**config.mk**
```make
export PLATFORM = sky130hd
export DESIGN_NAME = gcd_lcm_ctrl
export DESIGN_NICKNAME = d
export VERILOG_FILES = /design/src/rtl/gcd_lcm_ctrl.sv
export SDC_FILE = /design/constraint.sdc
export NUM_CORES = 1
export LEC_CHECK = 0
export ABC_CLOCK_PERIOD_IN_PS = 5800
export CORE_ASPECT_RATIO = 0.6
export CORE_MARGIN = 1.5
export CORE_UTILIZATION = 40
export CTS_CLUSTER_DIAMETER = 200
export CTS_CLUSTER_SIZE = 16
export DETAILED_ROUTE_END_ITERATION = 7
export PLACE_DENSITY = 0.61
export SYNTH_ARGS = -nofsm -noshare
export SYNTH_HDL_FRONTEND = slang
export SYNTH_SLANG_ARGS = --single-unit
```
**constraint.sdc**
```tcl
create_clock -name clk -period 5.8 [get_ports clk]
set_input_delay 0.58 -clock clk [delete_from_list [all_inputs] [get_ports clk]]
set_output_delay 0.58 -clock clk [all_outputs]
set_load 0.02 [all_outputs]
```
**src/rtl/gcd_lcm_ctrl.sv**
```systemverilog
// Sequencer for the shared ALU in the GCD/LCM coprocessor. It computes GCD by
// Euclid subtraction and LCM by stepping multiples, one ALU operation per cycle.
module gcd_lcm_ctrl #(
  parameter int WIDTH    = 32,
  parameter int MAX_ITER = 65535
) (
  input  logic             clk,
  input  logic             reset_n,
  input  logic             start,
  input  logic             mode,
  input  logic [WIDTH-1:0] op_a,
  input  logic [WIDTH-1:0] op_b,
  output logic             busy,
  output logic             done,
  output logic [WIDTH-1:0] result,
  output logic             err,
  output logic [WIDTH-1:0] alu_a,
  output logic [WIDTH-1:0] alu_b,
  output logic [2:0]       alu_op,
  input  logic [WIDTH-1:0] alu_y,
  input  logic             alu_z
);

  localparam int            IW         = $clog2(MAX_ITER + 1);
  localparam logic [IW-1:0] ITER_LIMIT = IW'(MAX_ITER);
  localparam logic [2:0]    OP_ADD     = 3'b000;
  localparam logic [2:0]    OP_SUB     = 3'b001;
  localparam logic [2:0]    OP_SLT     = 3'b101;

  typedef enum logic [2:0] {
    S_IDLE = 3'd0,
    S_CHK  = 3'd1,
    S_EQ   = 3'd2,
    S_LT   = 3'd3,
    S_UPD  = 3'd4,
    S_DONE = 3'd5
  } state_t;

  state_t            state_q, state_d;
  logic [WIDTH-1:0]  x_q, x_d, y_q, y_d;
  logic [WIDTH-1:0]  sa_q, sa_d, sb_q, sb_d;
  logic [WIDTH-1:0]  result_q, result_d;
  logic              m_q, m_d, lt_q, lt_d, err_q, err_d;
  logic [IW-1:0]     iter_q, iter_d, iter_inc;
  logic              ovf;

  // Handshake: start is sampled only in IDLE; busy is high from the cycle after
  // acceptance through DONE; done pulses for the single DONE cycle, and
  // result/err are valid from done until the next accepted start.
  assign busy   = (state_q != S_IDLE);
  assign done   = (state_q == S_DONE);
  assign result = result_q;
  assign err    = err_q;

  assign iter_inc = iter_q + IW'(1);

  always_comb begin
    state_d  = state_q;
    x_d      = x_q;
    y_d      = y_q;
    sa_d     = sa_q;
    sb_d     = sb_q;
    m_d      = m_q;
    lt_d     = lt_q;
    iter_d   = iter_q;
    result_d = result_q;
    err_d    = err_q;
    alu_a    = '0;
    alu_b    = '0;
    alu_op   = OP_ADD;
    ovf      = 1'b0;
    case (state_q)
      S_IDLE: begin
        if (start) begin
          x_d     = op_a;
          sa_d    = op_a;
          y_d     = op_b;
          sb_d    = op_b;
          m_d     = mode;
          iter_d  = '0;
          err_d   = 1'b0;
          state_d = S_CHK;
        end
      end
      S_CHK: begin
        if ((x_q == '0) || (y_q == '0)) begin
          result_d = m_q ? '0 : (x_q | y_q);
          state_d  = S_DONE;
        end else begin
          state_d = S_EQ;
        end
      end
      S_EQ: begin
        alu_a  = x_q;
        alu_b  = y_q;
        alu_op = OP_SUB;
        if (alu_z) begin
          result_d = x_q;
          state_d  = S_DONE;
        end else begin
          state_d = S_LT;
        end
      end
      S_LT: begin
        alu_a   = x_q;
        alu_b   = y_q;
        alu_op  = OP_SLT;
        lt_d    = alu_y[0];
        state_d = S_UPD;
      end
      S_UPD: begin
        iter_d = iter_inc;
        if (!m_q) begin
          alu_op = OP_SUB;
          if (lt_q) begin
            alu_a = y_q;
            alu_b = x_q;
            y_d   = alu_y;
          end else begin
            alu_a = x_q;
            alu_b = y_q;
            x_d   = alu_y;
          end
        end else begin
          // An unsigned add wrapped exactly when the sum is below the addend.
          alu_op = OP_ADD;
          if (lt_q) begin
            alu_a = x_q;
            alu_b = sa_q;
            x_d   = alu_y;
            ovf   = (alu_y < sa_q);
          end else begin
            alu_a = y_q;
            alu_b = sb_q;
            y_d   = alu_y;
            ovf   = (alu_y < sb_q);
          end
        end
        if (ovf || (iter_inc == ITER_LIMIT)) begin
          err_d    = 1'b1;
          result_d = '0;
          state_d  = S_DONE;
        end else begin
          state_d = S_EQ;
        end
      end
      S_DONE: begin
        state_d = S_IDLE;
      end
      default: begin
        state_d = S_IDLE;
      end
    endcase
  end

  always_ff @(posedge clk or negedge reset_n) begin
    if (!reset_n) begin
      state_q  <= S_IDLE;
      x_q      <= '0;
      y_q      <= '0;
      sa_q     <= '0;
      sb_q     <= '0;
      m_q      <= 1'b0;
      lt_q     <= 1'b0;
      iter_q   <= '0;
      result_q <= '0;
      err_q    <= 1'b0;
    end else begin
      state_q  <= state_d;
      x_q      <= x_d;
      y_q      <= y_d;
      sa_q     <= sa_d;
      sb_q     <= sb_d;
      m_q      <= m_d;
      lt_q     <= lt_d;
      iter_q   <= iter_d;
      result_q <= result_d;
      err_q    <= err_d;
    end
  end

endmodule

```
# Yosys cells after proc, flatten, opt, wreduce, memory -nomap -nowiden
# Index checks and enable logic that the tools add are counted.
# totals
regBits,182
inputBits,101
out_inout_bits,102
elab_cells,78
# classes
addsub,1
n_lt_le_gt_ge,2
n_eq_ne,14
mux,35
n_bitwise,1
n_reduce_logical,15
# ops
op,count
$mux 32,15
$pmux 32 s2,4
$pmux 32 s3,1
$logic_not 32->1,2
$lt 32x32->1,2
$or 32x32->32,1
$pmux 16 s2,1
$add 16x1->16 const B,1
$eq 16x16->1 const B,1
$mux 16,1
$pmux 3 s5,1
$mux 3,4
$ne 3x3->1 const B,4
$reduce_and 4->1,3
$pmux 3 s3,1
$ne 2x2->1 const B,4
$eq 3x2->1 const B,2
$eq 3x3->1 const B,2
$mux 1,6
$reduce_bool 3->1,2
$reduce_and 2->1,2
$eq 3x1->1 const B,1
$logic_not 3->1,1
$reduce_and 3->1,1
4 further kinds,5

# Depth between registers and ports, before layout
# Gate-level depths: netlist (run 1).
# logic_depth
word_depth,7
mapped_depth,10
mapped_depth_nobuf,9

# Worst setup path after synthesis (run 1)
# No wires, ideal clock.
# synth_timing
path_type,input-to-reg
from,in alu_y[15]
to,reg result_q[10] (netlist: result[10])
setup_ps,125
arrival_time_ps,2719
required_ps,5675
slack_ps,2956
cell_stages,9
n_path_buf,1
path_cell_list,ha_1 and4_1 nand3_1 a221o_1 a311oi_1 nor3_1 nor3_2 buf_6 mux2_4
# synth_between
elab_chain_len,7
elab_cells_between_ends,8
classes_between,order compare (2); eq/ne (1); mux (3); reduce/logical (2)
# synth_rtl
element,line,rtl
start: declaration,20,"input logic [WIDTH-1:0] alu_y,"
$lt 32x32->1 (on tied branches),"136, 131",
$mux 1 (*),127,if (lt_q) begin
$mux 1 (*),113,if (!m_q) begin
$mux 1 (*),72,case (state_q)
$logic_or 1x1->1 (*),139,if (ovf || (iter_inc == ITER_LIMIT)) begin
$ne 2x2->1 (no line) (*),--,
$reduce_and 4->1 (no line) (*),--,
end signal: assignment,177,result_q <= result_d;
end: declaration,42,"logic [WIDTH-1:0] result_q, result_d;"
# Every way passes the cells marked *; elsewhere a longest branch is shown, timed or not. The select of a mux whose other input is x is not followed.
# A chain may end at the register's enable or synchronous reset.

# Worst setup path after layout (run 1)
# layout_timing
from,reg state_q[0]
to,out alu_b[27]
# layout_between
elab_chain_len,3
elab_cells_between_ends,5
classes_between,eq/ne (3); mux (1); reduce/logical (1)
# layout_rtl
element,line,rtl
start: declaration,39,"state_t state_q, state_d;"
start signal: assignment,169,state_q <= state_d;
$eq 3x2->1,72,
$reduce_or 2->1 (no line),--,
$pmux 32 s2 (*),72,
end: declaration,18,"output logic [WIDTH-1:0] alu_b,"
# Every way passes the cells marked *; elsewhere a longest branch is shown, timed or not.

==> flow_metrics.py, run 1 <==
metrics = {
    "run": {
        "maxCapViolCount": 0,
    },
    "grt": {
        "grt_pass1_wl_mm": 58.9,
        "grt.total_usage": 0.279,
        "grt_max_degree": 142,
        "overflow": 0,
        "grt_pass1_vias": 9563,
        "antenna_found_initial": 0,
    },
    "floorplanning": {
        "io_pins": 203,
        "die_w_um": 216,
        "die_area_um2": 28400,
        "num_rows": 46,
        "start_util": 0.410,
        "fp.coreArea_um2": 26600,
        "die_h_um": 131,
    },
    "place": {
        "detailed_place_hpwl_mm": 28.1,
        "gp_congestion": 0.874,
        "place_ws_ns": 1.90,
        "dpl.cell_count": 1754,
        "port_buffers": 201,
    },
    "synth": {
        "synth_warnings": 0,
        "synthMuxAreaShare": 0.0464,
        "synth-edff-count": 0,
        "synth-xor-area-share": 0.00401,
        "synth_fp_nets": 1429,
        "netlist_instances": 1264,
        "ys_seq_area_frac": 0.417,
        "synth_ff_type": "dfrtp_1",
        "netlist_area_um2": 10900,
        "synth_async_sr_flop_share": 1.00,
        "synthDistinctLibCells": 55,
        "synthAdderAreaFrac": 0.0733,
        "synth_seq_cells": 182,
        "syn_avg_cell_area_um2": 8.65,
        "synth_top_family_by_area": "compound AO/OA/AOI/OAI gates",
        "yosys.area_share.simple": 0.154,
        "synth_compound_area_frac": 0.249,
    },
    "cells_and_area": {
        "drive_above_1_share": 0.0687,
        "stdcell_count": 1786,
        "final_nets": 1578,
        "fillCellCount": 2543,
        "layout_commonest_cell": "nand2_1",
        "n_antenna_cell": 0,
        "area_growth_syn_to_layout_pct": 27.0,
        "final_cell_mix": "nand2_1 (219), o21ai_0 (214), clkdlybuf4s50_1 (200)",
    },
    "cts": {
        "cts_inserted_buffers": 17,
        "cts_tree": "yes",
        "cts_buffer_depth": 2,
        "post_cts_buffers": 0,
        "cts_max_level": 4,
        "clk_pin_slew_ns": 0.07,
        "cts_resized": 0,
        "worst_skew_pair.late_latency_ns": 0.46,
        "clock-sinks": 182,
        "cts-root-buf": "clkbuf_16",
        "cts_hold_buf": 0,
    },
    "route": {
        "vias_per_cell": 5.73,
        "first_pass_iters": 5,
        "wirelength_mm": 39.1,
        "drc": 0,
        "drt_iter0_drc": 985,
        "postRouteAntennaNets": 0,
        "vias": 10240,
        "routedWlPerCell_um": 21.9,
    },
    "critical_path": {
        "crit_required_ns": 5.22,
        "worstPathArrival_ns": 3.89,
        "endpoint_kind": "output pin",
        "worst_path_max_delay_cell": "o31ai_4",
        "r2r_slack_ns": 2.46,
        "crit_fanout": 64,
        "reg2reg_depth": 7,
        "reg2reg_from": "state_q[1]$_DFFE_PN0N_",
        "cp_cell_sequence": "nor2_2 -> nand2_4 -> o31ai_4 -> buf_4 -> nand2_1 -> o21ai_0 -> clkdlybuf4s50_1",
        "reg2reg_to": "result[31]$_DFFE_PN0P_",
        "cp_slowest_stage_delay_ns": 1.09,
        "critPathLaunchType": "flip-flop",
        "critPathKind": "reg -> out",
        "crit_family": "compound AO/OA/AOI/OAI gates",
        "crit_buf_inv": 2,
    },
    "sta": {
        "drv_slew": 0,
        "finalSetupViolations": 0,
        "worst_pin_slew_ns": 1.16,
        "whs_ns": 0.0394,
        "fin_crit_sh": 0.770,
        "timing.slew.headroom": 0.225,
        "rsz0062_at_grt": "no",
        "max_freq_ghz": 0.224,
        "hold_violations": 0,
        "finalCriticalPeriod_ns": 4.47,
        "fin_setup_tns_ns": 0,
        "setup_slack_ns": 1.33,
        "skew_ns": 0.0114,
    },
    "power_and_ir_drop": {
        "vdd_drop_max_v": 0.000269,
        "leakagePower_uw": 0.00606,
        "power_uw": 8140,
        "powerDensity_nw_per_um2": 586,
    },
    "worst_hold_path": {
        "min_path_type": "in -> async",
    },
    "outcome": {
        "status": "finished, final reports clean",
    },
}
[final cells by class]
type                            count  area (um^2)  share of cell area
Multi-Input combinational cell    924         5830               0.419
Sequential cell                   182         4560               0.328
Timing Repair Buffer              217         2150               0.155
Clock buffer                       21          470              0.0339
Tap cell                          360          450              0.0324
Inverter                           71          267              0.0192
Clock inverter                     11          173              0.0124
[routing by layer]
layer / GRT usage / share of wire
met5: 0 / 0
met1: 0.437 / 0.50
met4: 0.0837 / 0.017
met3: 0.0722 / 0.091
met2: 0.369 / 0.39
[flip-flops by register name, indices dropped and copies added (netlist names), 3 cells and up]
name and count:
sb_q 32, iter_q 16, sa_q 32, state_q 3, x_q 32, y_q 32, result 32
[stage by stage]
| step | area (um^2) | util |
|---|---|---|
| CTS | 13900 | 0.521 |
| detailed placement | 13200 | 0.497 |
| floorplan | 10900 | - |
| global placement | 13200 | 0.497 |
| global route | 13900 | 0.521 |
| finish | 13900 | 0.521 |
[worst max-delay path by stage]
stage / from / end / slack (ns) / cells after the start
floorplan: alu_y[15] / result[10]$_DFFE_PN0P_ / 2.96 / 9
global placement: alu_y[15] / result[31]$_DFFE_PN0P_ / 1.95 / 10
detailed placement: state_q[0]$_DFFE_PN0N_ / alu_b[27] / 1.90 / 7
CTS: state_q[0]$_DFFE_PN0N_ / alu_b[29] / 1.39 / 7
global route: state_q[0]$_DFFE_PN0N_ / alu_b[29] / 1.16 / 7
finish: state_q[0]$_DFFE_PN0N_ / alu_b[27] / 1.33 / 7
[Yosys cell counts, types with 5 or more instances]
master / count / share of area
nand2_1: 220 / 0.076
o21ai_0: 214 / 0.098
dfrtp_1: 182 / 0.42
a21oi_1: 94 / 0.043
clkbuf_1: 80 / 0.027
inv_1: 71 / 0.024
ha_1: 64 / 0.073
a22o_1: 63 / 0.050
and3_1: 36 / 0.021
a22oi_1: 32 / 0.022
mux2_4: 30 / 0.041
nor2_1: 25 / 0.0086
nand4_1: 21 / 0.012
nor4_1: 18 / 0.010
o21ai_1: 15 / 0.0069
nand3_1: 11 / 0.0050
a31oi_1: 5 / 0.0029
nand2b_1: 5 / 0.0029
o22ai_1: 5 / 0.0029
o31ai_1: 5 / 0.0034
[cell families (layout without fill, tap and decap cells)]
group	count (synthesis)	count (layout)
AOI/OAI and AO/OA	455	455
and+or+nand+nor	364	364
DFF	182	182
buffers and inverters	158	320
adders and majority gates	64	64
muxes	35	35
xor gates and xnor gates	5	5
other	1	1
[power breakdown]
| group | switching [uW] | leakage (uW) | internal (uW) |
|---|---|---|---|
| sequential | 654 | 0.00229 | 1820 |
| clock | 535 | 0.000313 | 757 |
| combinational | 2590 | 0.00345 | 1780 |
Power figures use the tool's default switching activity.
==> run 2: changes to the inputs <==
--- a/config.mk
+++ b/config.mk
@@ -5,7 +5,7 @@
 export SDC_FILE = /design/constraint.sdc
 export NUM_CORES = 1
 export LEC_CHECK = 0
-export ABC_CLOCK_PERIOD_IN_PS = 5800
+export ABC_CLOCK_PERIOD_IN_PS = 4400
 export CORE_ASPECT_RATIO = 0.6
 export CORE_MARGIN = 1.5
 export CORE_UTILIZATION = 40
==> constraint.sdc (replaced) <==
create_clock -name clk -period 4.4 [get_ports clk]
set_input_delay 0.44 -clock clk [delete_from_list [all_inputs] [get_ports clk]]
set_output_delay 0.44 -clock clk [all_outputs]
set_load 0.02 [all_outputs]
==> run 2 against run 1 <==
  * Utilization is 0.20 points higher
  * First-iteration DRC count increased by 0.20%
  * Final cell count is 0.45% higher
  * Via count about the same
  * Global-route usage down 0.37 points
  * Wire length down 1.3%
  * Combinational power increased by 32%
  * Sequential share of layout area is 0.13 points lower
  * Critical path depth up 1
  * Sequential cell count did not move
  * Sequential power up 32%
  * Worst setup slack worse by 0.61 ns
  * Critical endpoint is now alu_b[3]
==> flow_metrics.py, run 2 (synthesis gave the netlist of run 1 again) <==
metrics = {
    "outcome": {
        "status": "finished, final reports clean",
    },
    "sta": {
        "hold_violations": 0,
        "drv_slew": 0,
        "fin_setup_tns_ns": 0,
        "skew_ns": 0.00946,
        "worst_pin_slew_ns": 0.916,
        "fin_crit_sh": 0.836,
        "finalCriticalPeriod_ns": 3.68,
        "timing.slew.headroom": 0.389,
        "max_freq_ghz": 0.272,
        "finalSetupViolations": 0,
        "rsz0062_at_grt": "no",
    },
    "route": {
        "vias": 10241,
        "postRouteAntennaNets": 0,
        "wirelength_mm": 38.6,
        "drc": 0,
        "drt_iter0_drc": 987,
        "routedWlPerCell_um": 21.5,
        "first_pass_iters": 5,
        "vias_per_cell": 5.71,
    },
    "worst_hold_path": {
        "min_path_type": "reg -> reg",
    },
    "critical_path": {
        "crit_fanout": 29,
        "critPathLaunchType": "flip-flop",
        "worstPathArrival_ns": 3.24,
        "crit_required_ns": 3.96,
        "crit_family": "buffers and inverters",
        "crit_buf_inv": 3,
        "cp_cell_sequence": "nor2_2 -> buf_4 -> nand2_4 -> o31ai_4 -> buf_4 -> nand2_1 -> o21ai_1 -> clkdlybuf4s50_1",
        "endpoint_kind": "output pin",
        "critPathKind": "reg -> out",
        "cp_slowest_stage_delay_ns": 0.67,
        "cpMostUsedCell": "buf_4",
        "worst_path_max_delay_cell": "clkdlybuf4s50_1",
    },
    "cts": {
        "clk_pin_slew_ns": 0.07,
        "post_cts_buffers": 0,
        "clock-sinks": 182,
        "cts_tree": "yes",
        "cts-root-buf": "clkbuf_16",
        "worst_skew_pair.late_latency_ns": 0.45,
        "cts_resized": 0,
        "cts_buffer_depth": 2,
        "cts_inserted_buffers": 17,
        "cts_max_level": 4,
    },
    "cells_and_area": {
        "area_growth_syn_to_layout_pct": 27.5,
        "final_cell_mix": "nand2_1 (219), o21ai_0 (214), clkdlybuf4s50_1 (200)",
        "n_antenna_cell": 0,
        "final_nets": 1586,
        "fillCellCount": 2487,
        "drive_above_1_share": 0.0718,
        "layout_commonest_cell": "nand2_1",
    },
    "grt": {
        "grt.total_usage": 0.276,
        "gr-usage-met1": 0.422,
        "grt_use_met2": 0.380,
        "use_met3": 0.0757,
        "grt_pass1_wl_mm": 58.7,
        "grt_max_degree": 120,
        "top_usage_layer": "met1",
        "antenna_found_initial": 0,
        "grt_pass1_vias": 9804,
        "overflow": 0,
    },
    "place": {
        "detailed_place_hpwl_mm": 28.0,
        "gp_congestion": 0.893,
        "port_buffers": 201,
    },
    "floorplanning": {
        "die_area_um2": 28400,
        "fp.coreArea_um2": 26600,
        "start_util": 0.410,
        "io_pins": 203,
        "num_rows": 46,
        "die_w_um": 216,
        "die_h_um": 131,
    },
    "power_and_ir_drop": {
        "vdd_drop_max_v": 0.000335,
        "power_uw": 10700,
        "powerDensity_nw_per_um2": 766,
        "leakagePower_uw": 0.00610,
    },
    "run": {
        "maxCapViolCount": 0,
    },
}
[run 2: changes by cell type in the layout (fill, tap and decap cells not counted), sizes merged]
| cell | previous run | this run |
|---|---|---|
| clkinvlp | 1 | 0 |
| clkbuf | 21 | 23 |
| dlygate4sd3 | 0 | 1 |
| buf | 17 | 24 |
| bufinv | 4 | 3 |
[run 2: timing repair]
item / 4_1_cts / 5_1_grt
hold buffers: 1 / 0
endpoints found under the setup margin: 0 / 0
hold endpoints to repair: 35 / 0
[run 2: area by class of cell]
cell class	count	area [um^2]	share of cell area
Clock buffer	23	478	0.0343
Clock inverter	9	124	0.00889
Inverter	71	267	0.0191
Multi-Input combinational cell	924	5820	0.418
Sequential cell	182	4560	0.327
Tap cell	360	450	0.0323
Timing Repair Buffer	225	2250	0.161
[run 2: where the power goes]
group	internal [uW]	leakage [uW]	switching (uW)
sequential	2400	0.00229	870
clock	936	0.000301	684
combinational	2400	0.00350	3380
total	5740	0.00610	4940
[run 2: final timing paths]
kind                                        start                endpoint  slack (ns)  depth (start not counted)
max                        state_q[0]$_DFFE_PN0N_                alu_b[3]        0.72                          8
min in group asynchronous                 reset_n  result[12]$_DFFE_PN0P_        0.53                          2
max reg2reg                state_q[2]$_DFFE_PN0N_   iter_q[5]$_DFFE_PN0P_        1.28                          7
min                        iter_q[15]$_DFFE_PN0P_  iter_q[15]$_DFFE_PN0P_        0.49                          1
min reg2reg                iter_q[15]$_DFFE_PN0P_  iter_q[15]$_DFFE_PN0P_        0.49                          1
max in group asynchronous                 reset_n        lt_q$_DFFE_PN0P_        2.86                          3
[run 2: layer usage]
| layer | vias up | share of wire |
|---|---|---|
| met2 | 475 | 0.40 |
| met5 | - | 0 |
| li1 | 4823 | - |
| met3 | 32 | 0.092 |
| met4 | 0 | 0.013 |
| met1 | 4911 | 0.50 |
[run 2: per-stage QoR]
stage | util | cell area (um^2) | hold WS, ns | setup slack, ns | cells
floorplan | - | 10900 | 0.144 | 1.70 | 1264
global placement | 0.500 | 13300 | 0.461 | 0.923 | 1761
detailed placement | 0.500 | 13300 | 0.457 | 0.835 | 1761
CTS | 0.523 | 13900 | 0.502 | 0.758 | 1794
global route | 0.523 | 13900 | 0.532 | 0.602 | 1794
finish | 0.523 | 13900 | 0.493 | 0.720 | 1794
